**src/rtl/uart_cmd_ctrl.sv**
```systemverilog
// uart_cmd_ctrl: hunts for a sync byte, assembles a 5-byte command frame,
// verifies its checksum and issues one register write/read via req/ack.
// Framing errors are reported with a cause code and a saturating count.
module uart_cmd_ctrl #(
  parameter int unsigned CLK_FRE    = 27,
  parameter int unsigned TIMEOUT_US = 1000,
  parameter logic [7:0]  SYNC_BYTE  = 8'hA5
) (
  input  logic       clk,
  input  logic       rst,
  input  logic [7:0] rx_data,
  input  logic       rx_data_valid,
  output logic       reg_wr,
  output logic       reg_rd,
  output logic [7:0] reg_addr,
  output logic [7:0] reg_wdata,
  input  logic       reg_ack,
  output logic       busy,
  output logic       frame_err,
  output logic [1:0] err_code,
  output logic [7:0] err_cnt
);

  localparam int unsigned TMO_CYCLES = CLK_FRE * TIMEOUT_US;
  localparam int unsigned TMO_W      = $clog2(TMO_CYCLES) + 1;
  localparam int unsigned TMO_LIMIT  = TMO_CYCLES - 1;

  localparam logic [7:0] CMD_WR = 8'h01;
  localparam logic [7:0] CMD_RD = 8'h02;

  localparam logic [1:0] E_CHK     = 2'd0;
  localparam logic [1:0] E_CMD     = 2'd1;
  localparam logic [1:0] E_TIMEOUT = 2'd2;
  localparam logic [1:0] E_OVERRUN = 2'd3;

  typedef enum logic [2:0] {
    S_IDLE, S_CMD, S_ADDR, S_DATA, S_CHK, S_REQ
  } state_t;

  state_t           state;
  logic [7:0]       cmd_q;
  logic [TMO_W-1:0] tmo_cnt;
  logic             counting_c;
  logic             tmo_hit_c;
  logic             chk_ok_c;
  logic             err_hit_c;
  logic [1:0]       err_sel_c;

  assign counting_c = (state == S_CMD) || (state == S_ADDR) ||
                      (state == S_DATA) || (state == S_CHK);
  // A byte arriving on the expiry cycle takes priority over the timeout.
  assign tmo_hit_c  = counting_c && !rx_data_valid &&
                      (tmo_cnt == TMO_W'(TMO_LIMIT));
  assign chk_ok_c   = ((cmd_q ^ reg_addr ^ reg_wdata) == rx_data);

  // Error detection: which condition fires this cycle and its cause code.
  always_comb begin
    err_hit_c = 1'b0;
    err_sel_c = E_CHK;
    if (tmo_hit_c) begin
      err_hit_c = 1'b1;
      err_sel_c = E_TIMEOUT;
    end else if (rx_data_valid) begin
      case (state)
        S_CMD: begin
          if (rx_data != CMD_WR && rx_data != CMD_RD) begin
            err_hit_c = 1'b1;
            err_sel_c = E_CMD;
          end
        end
        S_CHK: begin
          if (!chk_ok_c) begin
            err_hit_c = 1'b1;
            err_sel_c = E_CHK;
          end
        end
        S_REQ: begin
          err_hit_c = 1'b1;
          err_sel_c = E_OVERRUN;
        end
        default: ;
      endcase
    end
  end

  // Inter-byte timeout counter: cleared by bytes, state changes and idle states.
  always_ff @(posedge clk or posedge rst) begin
    if (rst) begin
      tmo_cnt <= '0;
    end else if (rx_data_valid || !counting_c || tmo_hit_c) begin
      tmo_cnt <= '0;
    end else begin
      tmo_cnt <= tmo_cnt + TMO_W'(1);
    end
  end

  // Error reporting: one-cycle pulse, sticky cause, saturating count.
  always_ff @(posedge clk or posedge rst) begin
    if (rst) begin
      frame_err <= 1'b0;
      err_code  <= 2'd0;
      err_cnt   <= 8'd0;
    end else begin
      frame_err <= err_hit_c;
      if (err_hit_c) begin
        err_code <= err_sel_c;
        if (err_cnt != 8'hFF) begin
          err_cnt <= err_cnt + 8'd1;
        end
      end
    end
  end

  // Frame FSM with registered request, address, data and busy outputs.
  always_ff @(posedge clk or posedge rst) begin
    if (rst) begin
      state     <= S_IDLE;
      cmd_q     <= 8'd0;
      reg_addr  <= 8'd0;
      reg_wdata <= 8'd0;
      reg_wr    <= 1'b0;
      reg_rd    <= 1'b0;
      busy      <= 1'b0;
    end else begin
      case (state)
        S_IDLE: begin
          if (rx_data_valid && rx_data == SYNC_BYTE) begin
            state <= S_CMD;
            busy  <= 1'b1;
          end
        end
        S_CMD: begin
          if (rx_data_valid) begin
            if (rx_data == CMD_WR || rx_data == CMD_RD) begin
              cmd_q <= rx_data;
              state <= S_ADDR;
            end else begin
              state <= S_IDLE;
              busy  <= 1'b0;
            end
          end else if (tmo_hit_c) begin
            state <= S_IDLE;
            busy  <= 1'b0;
          end
        end
        S_ADDR: begin
          if (rx_data_valid) begin
            reg_addr <= rx_data;
            state    <= S_DATA;
          end else if (tmo_hit_c) begin
            state <= S_IDLE;
            busy  <= 1'b0;
          end
        end
        S_DATA: begin
          if (rx_data_valid) begin
            reg_wdata <= rx_data;
            state     <= S_CHK;
          end else if (tmo_hit_c) begin
            state <= S_IDLE;
            busy  <= 1'b0;
          end
        end
        S_CHK: begin
          if (rx_data_valid) begin
            if (chk_ok_c) begin
              state  <= S_REQ;
              reg_wr <= (cmd_q == CMD_WR);
              reg_rd <= (cmd_q == CMD_RD);
            end else begin
              state <= S_IDLE;
              busy  <= 1'b0;
            end
          end else if (tmo_hit_c) begin
            state <= S_IDLE;
            busy  <= 1'b0;
          end
        end
        S_REQ: begin
          if (reg_ack) begin
            state  <= S_IDLE;
            reg_wr <= 1'b0;
            reg_rd <= 1'b0;
            busy   <= 1'b0;
          end
        end
        default: begin
          state  <= S_IDLE;
          reg_wr <= 1'b0;
          reg_rd <= 1'b0;
          busy   <= 1'b0;
        end
      endcase
    end
  end

endmodule
```
**config.mk**
```make
export PLATFORM = sky130hd
export DESIGN_NAME = uart_cmd_ctrl
export DESIGN_NICKNAME = d
export VERILOG_FILES = /design/src/rtl/uart_cmd_ctrl.sv
export SDC_FILE = /design/constraint.sdc
export NUM_CORES = 1
export LEC_CHECK = 0
export ABC_AREA = 1
export BUFFER_PORTS_ARGS = -buffer_cell sky130_fd_sc_hd__buf_2
export CAP_MARGIN = 15
export CORE_ASPECT_RATIO = 1.2
export CORE_MARGIN = 4
export CORE_UTILIZATION = 40
export DETAILED_ROUTE_END_ITERATION = 7
export SLEW_MARGIN = 10
export SYNTH_ARGS = -nofsm -noshare
export SYNTH_HDL_FRONTEND = slang
export SYNTH_SLANG_ARGS = --single-unit
```
**constraint.sdc**
```tcl
create_clock -name clk -period 2.1 [get_ports clk]
set_input_delay 0.315 -clock clk [delete_from_list [all_inputs] [get_ports clk]]
set_output_delay 0.315 -clock clk [all_outputs]
set_load 0.05 [all_outputs]
```
==> impl_metrics.toml, run 1 <==
[run_status]
status = "finished with violations"
violations = "negative hold slack"

[synthesis]
post_synth_instance_area_mm2 = 0.00312
net_count_synth = 435
ys_types = 29
synth.yosys.warnings = 0
yosys_register_bits = 57
postSynthCellCount = 421
yosysSeqAreaShare_pct = 45.7
syn_area_per_cell_um2 = 7.41

[job]
max_cap_violations = 0

[cells_and_area]
final_cell_mix = "128 x sky130_fd_sc_hd__nand2_1, 57 x sky130_fd_sc_hd__dfrtp_1, 50 x sky130_fd_sc_hd__inv_1"
final_nets = 488
n_antenna_cell = 0
layout.cells.non_filler = 571
filler_cell_count = 768
final_layout_size_suffix_gt1_share_pct = 17.7
area_delta_synth_final_pct = 18.6
final_core_util_pct = 48.5
most_common_cell_after_layout_fill_and_taps_aside = "sky130_fd_sc_hd__nand2_1"

[power]
vdd_ir_drop_max_mv = 0.417
post-layout-total-power_mw = 3.31
total_leakage_power_nw = 1.92
pwr_density_cell_mw_per_mm2 = 895

[cts]
clk_latency_ns = 0.35
cts-buffers-inserted = 9
ctsHtreeMaxLevel = 3
post_cts.resized_instances = 0
cts-root-to-sink-buffers = 2
setup_fix_bufs_post_cts = 0
tritoncts = "done"
cts_hold_repair.buffers = 0
clk_pin_slew_worst_paths_ns = 0.07
cts_root_buf = "sky130_fd_sc_hd__clkbuf_8"
clock_sinks = 57

[placement]
post-place-cells = 555
dp_worst_setup_slack_ns = 0.350
place.detailed.hpwl_um = 5150
port_buffers = 41
gpl.final_weighted_congestion = 0.894

[global_routing]
grt_pass1_wl_um = 11900
antenna_found_initial = 0
grt_use_total_pct = 16.4
first_global_vias = 2557
overflow = 0
grt_max_degree = 37

[setup_path]
critPathMaxFanout = 16
critPathRequiredTime_ns = 2.35
arrival_ns = 2.03
startpoint = "state[2]$_DFFE_PP0P_"
worst_r2r_startpoint = "state[2]$_DFFE_PP0P_"
timing.critical_path.to_type = "register"
timing.critical_path.mode_cell = "sky130_fd_sc_hd__nor2_1"
timing_worst_setup_path_type = "register to register"
timing.critical_path.from_type = "register"
critical-path-top-delay-family = "simple AND/OR/NAND/NOR gates"
worstPathCellList = "nor2_1 -> inv_1 -> nor2_1 -> nand2_1 -> o21ai_0"
crit_slowest_cell = "sky130_fd_sc_hd__dfrtp_1"
longest_individual_stage_delay_on_the_worst_path_ns = 0.45
critical_path_buf_inv_count = 1

[timing]
slew_violations = 0
clock_period_minus_final_worst_setup_slack_ns = 1.77
timing.final.setup_violations = 0
final_total_negative_setup_slack_ns = 0
report.final.hold_viol_count = 21
post-route-worst-setup-slack_ns = 0.327
worst-slew-pin-transition_ns = 0.508
final.period_utilization_pct = 84.4
timing.hold.ws_ns = -0.0112
fmax_ghz = 0.564
post_route_clock_skew_ns = 0.0106
relSlewSlack_pct = 65.8
grt_setup_unrepaired = "false"

[drt]
detail-route-antenna-nets = 0
postRouteWirelength_um = 6920
drcViolationCount = 0
vias_per_cell = 4.72
drt_iter0_markers = 146
vias_after_detailed_routing = 2695
route.detailed.wl_per_inst_um = 12.1
detailedRoute.firstPassIterationCount = 4

[die]
top_level_ports = 42
core_area_mm2 = 0.00762
floorplan.initialDensity_pct = 40.9
die_boundary_height_um = 105
fp.dieW_um = 88.6
die_area_mm2 = 0.00928
fp-row-count = 35

[min_path]
hold_path_class = "input port to asynchronous set/reset pin"
## synth_stat cells
| cell type | count | area [um2] |
|---|---|---|
| sky130_fd_sc_hd__nand2_1 | 128 | 480 |
| sky130_fd_sc_hd__dfrtp_1 | 57 | 1430 |
| sky130_fd_sc_hd__inv_1 | 51 | 191 |
| sky130_fd_sc_hd__nor2_1 | 41 | 154 |
| sky130_fd_sc_hd__nand3_1 | 32 | 160 |
| sky130_fd_sc_hd__o21ai_0 | 29 | 145 |
| sky130_fd_sc_hd__inv_2 | 11 | 41.3 |
| sky130_fd_sc_hd__xor2_1 | 10 | 87.6 |
| sky130_fd_sc_hd__a21oi_1 | 9 | 45.0 |
| sky130_fd_sc_hd__nor3_1 | 9 | 45.0 |
| sky130_fd_sc_hd__xnor2_1 | 7 | 61.3 |
| sky130_fd_sc_hd__nand4_1 | 6 | 37.5 |
| sky130_fd_sc_hd__nor4_1 | 5 | 31.3 |
| sky130_fd_sc_hd__o21ai_1 | 4 | 20.0 |
| sky130_fd_sc_hd__nand2_2 | 3 | 18.8 |
| sky130_fd_sc_hd__nor2_2 | 3 | 18.8 |
| sky130_fd_sc_hd__clkbuf_1 | 2 | 7.51 |
| sky130_fd_sc_hd__ha_1 | 2 | 25.0 |
| sky130_fd_sc_hd__nand2_8 | 2 | 40.0 |
| sky130_fd_sc_hd__a211oi_1 | 1 | 7.51 |
| sky130_fd_sc_hd__a31oi_1 | 1 | 6.26 |
| sky130_fd_sc_hd__buf_2 | 1 | 5.00 |
| sky130_fd_sc_hd__buf_4 | 1 | 7.51 |
| sky130_fd_sc_hd__clkinv_1 | 1 | 3.75 |
| sky130_fd_sc_hd__nand2_4 | 1 | 11.3 |
| sky130_fd_sc_hd__nor3_2 | 1 | 10.0 |
| sky130_fd_sc_hd__nor3b_1 | 1 | 7.51 |
| sky130_fd_sc_hd__o211ai_1 | 1 | 7.51 |
| sky130_fd_sc_hd__xor2_2 | 1 | 16.3 |
## worst paths after layout
kind,to,slack (ns),cells past startpoint
worst min-delay path,cmd_q[0]$_DFFE_PP0P_,-0.01,2
worst max-delay path,reg_addr[2]$_DFFE_PP0P_,0.33,5
worst min register to register,tmo_cnt[0]$_DFF_PP0_,0.47,1
worst max register to register,reg_addr[2]$_DFFE_PP0P_,0.33,5
max in group asynchronous,err_cnt[3]$_DFFE_PP0P_,1.54,3
min in group clk,cmd_q[1]$_DFFE_PP0P_,0.24,3
## report_power, final
group	internal [mW]	switching (mW)	leakage, nW
clock network	0.728	0.463	0.115
logic	0.222	0.597	1.06
registers	1.20	0.101	0.744
total	2.15	1.16	1.92
## layer usage
metal / vias to the layer above / wire (um) / track usage, %
met5: - / 0 / 0
met4: 0 / 159 / 6.59
met3: 18 / 344 / 4.10
met2: 62 / 3300 / 25.8
met1: 1181 / 3120 / 21.1
li1: 1434 / - / -
## cell families (layout without fill, tap and decap cells)
family | Yosys count | in the layout | share of synthesized area [%]
xor gates and xnor gates | 18 | 18 | 5.29
DFF | 57 | 57 | 45.7
buffers and inverters | 67 | 125 | 8.22
adders and majority gates | 2 | 2 | 0.802
and+or+nand+nor | 232 | 232 | 32.5
AOI/OAI and AO/OA | 45 | 45 | 7.42
## final cells by class
type                    instances  area, um2  share of cell area [%]
well taps                      92        115                    3.11
inverters                      63        236                    6.39
clock inverters                 5       77.6                    2.10
multi-input cells             297       1440                    38.8
clock buffers                  11        151                    4.09
repair buffers                 46        255                    6.90
flip-flops and latches         57       1430                    38.6
## metrics by stage
step / hold slack (ns) / cell area, um2
after floorplan: 0.432 / 3120
after global placement: 0.378 / 3470
after detailed placement: 0.381 / 3470
after CTS: 0.00122 / 3700
after global routing: 0.0238 / 3700
final: -0.0112 / 3700
## sequential cells by signal, summed over array words and instances, names as in the netlist
signal	flops
reg_wr	1
state	3
frame_err	1
reg_wdata	8
err_code	2
err_cnt	8
cmd_q	8
tmo_cnt	16
reg_rd	1
busy	1
reg_addr	8
No activity file was read; power rests on OpenSTA's default activity.
==> inputs of run 2 (changes only) <==
- ABC_AREA: 1 -> 0
- clock period: 2.1 -> 1.6 ns (I/O delays scaled with it)
==> run 2 against run 1 <==
The run ends with negative setup slack left. Synthesized cell count shrank 38%. Total power is 37% higher. Routed wire length rose by 3.1%. Final cell count fell by 14%. Synthesized area decreased by 6.6%. Via count decreased by 12%. Critical endpoint is now err_cnt[1]$_DFFE_PP0P_. Largest power group unchanged. Highest routed layer unchanged.
==> impl_metrics.toml, run 2 <==
[run_status]
status = "finished with violations"
violations = "negative setup slack"

[drt]
route.detailed.wl_per_inst_um = 14.5
drcViolationCount = 0
drt_iter0_markers = 64
top_signal_layer_used = "met4"
vias_per_cell = 4.85
postRouteWirelength_um = 7140
detailroute.wirelength.met3_um = 202
detail-route-antenna-nets = 0
met2RoutedLength_um = 3490
detailedRoute.firstPassIterationCount = 4
met1_length_um = 3210
vias_after_detailed_routing = 2385

[cts]
clk_latency_ns = 0.34
clk_pin_slew_worst_paths_ns = 0.07
cts-buffers-inserted = 9
ctsHtreeMaxLevel = 3
cts-root-to-sink-buffers = 2
tritoncts = "done"
clock_sinks = 57
cts_root_buf = "sky130_fd_sc_hd__clkbuf_8"

[power]
vdd_ir_drop_max_mv = 0.674
total_leakage_power_nw = 2.09
pwr_density_cell_mw_per_mm2 = 1040

[setup_path]
arrival_ns = 2.25
timing.critical_path.from_type = "register"
timing.critical_path.to_type = "register"
timing_worst_setup_path_type = "register to register"
crit_slowest_cell = "sky130_fd_sc_hd__dfrtp_2"
critPathRequiredTime_ns = 1.83
worstPathCellList = "xor2_1 -> xnor2_1 -> nor4_2 -> buf_4 -> a211o_1 -> buf_12 -> a21oi_4 -> mux2_4"
longest_individual_stage_delay_on_the_worst_path_ns = 0.40
critPathMaxFanout = 10

[job]
max_cap_violations = 0

[synthesis]
synth_top_cells_by_area = "sky130_fd_sc_hd__dfrtp_1 49%, sky130_fd_sc_hd__mux2_2 7.0%, sky130_fd_sc_hd__xor2_1 6.9%"
synth_ff_type = "sky130_fd_sc_hd__dfrtp_1"
ys_types = 50
synth-async-reset-ratio_pct = 100
postSynthCellCount = 262
yosys.cell_count.top_type = "sky130_fd_sc_hd__dfrtp_1"
yosysSeqAreaShare_pct = 48.9
net_count_synth = 276
yosys_register_bits = 57
synth_common_cells = "57 x sky130_fd_sc_hd__dfrtp_1, 25 x sky130_fd_sc_hd__nor2_1, 23 x sky130_fd_sc_hd__xor2_1"
synth.yosys.warnings = 0
syn_area_per_cell_um2 = 11.1
post_synth_instance_area_mm2 = 0.00291
synthDominantCellAreaShare_pct = 48.9
number_of_flops_mapped_to_enable_cells_by_yosys = 0
synth.largest_area_cell = "sky130_fd_sc_hd__dfrtp_1"

[placement]
gpl.final_weighted_congestion = 0.915
place.detailed.hpwl_um = 5030
port_buffers = 41
dp_worst_setup_slack_ns = -0.400
placed_cell_area_mm2 = 0.00394

[global_routing]
first_global_vias = 2539
grt_max_degree = 44
grt_use_total_pct = 18.2
grt_pass1_wl_um = 12300
antenna_found_initial = 0
overflow = 0

[timing]
timing.final.setup_violations = 41
slew_violations = 0
timing.hold.ws_ns = 0.150
grt_setup_unrepaired = "true"
worst-slew-pin-transition_ns = 0.725
post_route_clock_skew_ns = 0.00723
final.period_utilization_pct = 126
report.final.hold_viol_count = 0
relSlewSlack_pct = 51.5
clock_period_minus_final_worst_setup_slack_ns = 2.02
final_total_negative_setup_slack_ns = -7.46
fmax_ghz = 0.494
post-route-worst-setup-slack_ns = -0.423

[min_path]
hold_path_class = "input port to register"

[cells_and_area]
final_core_util_pct = 62.6
final_nets = 414
largest_register_ffs = 16
most_common_cell_after_layout_fill_and_taps_aside = "sky130_fd_sc_hd__buf_4"
n_antenna_cell = 0
max_flop_register = "tmo_cnt"
final_layout_size_suffix_gt1_share_pct = 56.8
area_delta_synth_final_pct = 49.8
final_cell_mix = "83 x sky130_fd_sc_hd__buf_4, 41 x sky130_fd_sc_hd__buf_2, 40 x sky130_fd_sc_hd__dfrtp_1"
design_area_mm2 = 0.00437

[die]
die_boundary_height_um = 102
fp.dieW_um = 85.9
core_area_mm2 = 0.00698
floorplan.initialDensity_pct = 41.8
die_area_mm2 = 0.00872
fp-row-count = 33
top_level_ports = 42
[run 2: cell types whose count changed after synthesis, moves of 16 or more]
cell,previous run,this run
sky130_fd_sc_hd__nor2_1,41,25
sky130_fd_sc_hd__nand3_1,32,14
sky130_fd_sc_hd__nand2_1,128,17
sky130_fd_sc_hd__inv_1,51,9
sky130_fd_sc_hd__mux2_2,0,18
sky130_fd_sc_hd__o21ai_0,29,4
[run 2: kinds of logic (layout without fill, tap and decap cells)]
| kind of cell | count (synthesis) | after routing | synth area share [%] |
|---|---|---|---|
| xor+xnor | 45 | 45 | 13.8 |
| compound gates | 27 | 27 | 7.47 |
| fa+ha+maj | 2 | 2 | 0.859 |
| mux | 24 | 24 | 9.45 |
| buf+inv | 15 | 158 | 2.28 |
| simple gates | 92 | 92 | 17.2 |
| flops | 57 | 57 | 48.9 |
[run 2: metal layers]
layer | vias up | global-route usage (%)
met4 | 0 | 9.74
met3 | 19 | 2.60
li1 | 1191 | -
met1 | 1134 | 22.9
met2 | 41 | 30.3
met5 | - | 0
[run 2: final timing paths]
kind                       cells after the start                     from                  endpoint  slack (ns)
min                                            2                  reg_ack      state[0]$_DFFE_PP0P_        0.15
min in group asynchronous                      3                      rst  reg_wdata[4]$_DFFE_PP0P_        0.44
max reg2reg                                    8  reg_addr[6]$_DFFE_PP0P_    err_cnt[1]$_DFFE_PP0P_       -0.42
max in group asynchronous                      4                      rst    err_cnt[2]$_DFFE_PP0P_        0.61
max                                            8  reg_addr[6]$_DFFE_PP0P_    err_cnt[1]$_DFFE_PP0P_       -0.42
min reg2reg                                    1       reg_wr$_DFFE_PP0P_        reg_wr$_DFFE_PP0P_        0.48
[run 2: timing repair]
action	in CTS	in global routing
buffers inserted	6	4
pin swaps	10	16
hold buffers	1	0
endpoints found under the setup margin	41	55
gates resized for setup	16	18
hold endpoints to repair	14	0
[run 2: critical path: cells and delay by family (launching register included)]
kind	cells	cell delay, ns
AOI/OAI and AO/OA	2	0.43
DFF	1	0.40
buffers and inverters	2	0.30
muxes	1	0.31
xor gates and xnor gates	2	0.40
and+or+nand+nor	1	0.08
[run 2: layout make-up]
type / count / area, um2
multi-input combinational: 190 / 1620
clock inverter: 6 / 57.6
sequential: 57 / 1450
timing repair buffer: 133 / 955
clock buffer: 10 / 138
fill: 580 / 2610
tap: 87 / 109
inverter: 9 / 37.5
[run 2: where the power goes]
group | internal [mW] | switching [mW]
registers | 1.59 | 0.113
logic | 0.550 | 0.938
clock network | 0.750 | 0.605
[run 2: metrics by stage]
step	std cells	power, mW
5_1_grt	492	4.78
3_3_place_gp	467	3.13
2_1_floorplan	262	2.65
6_report	492	4.54
4_1_cts	489	4.55
3_5_place_dp	467	3.15
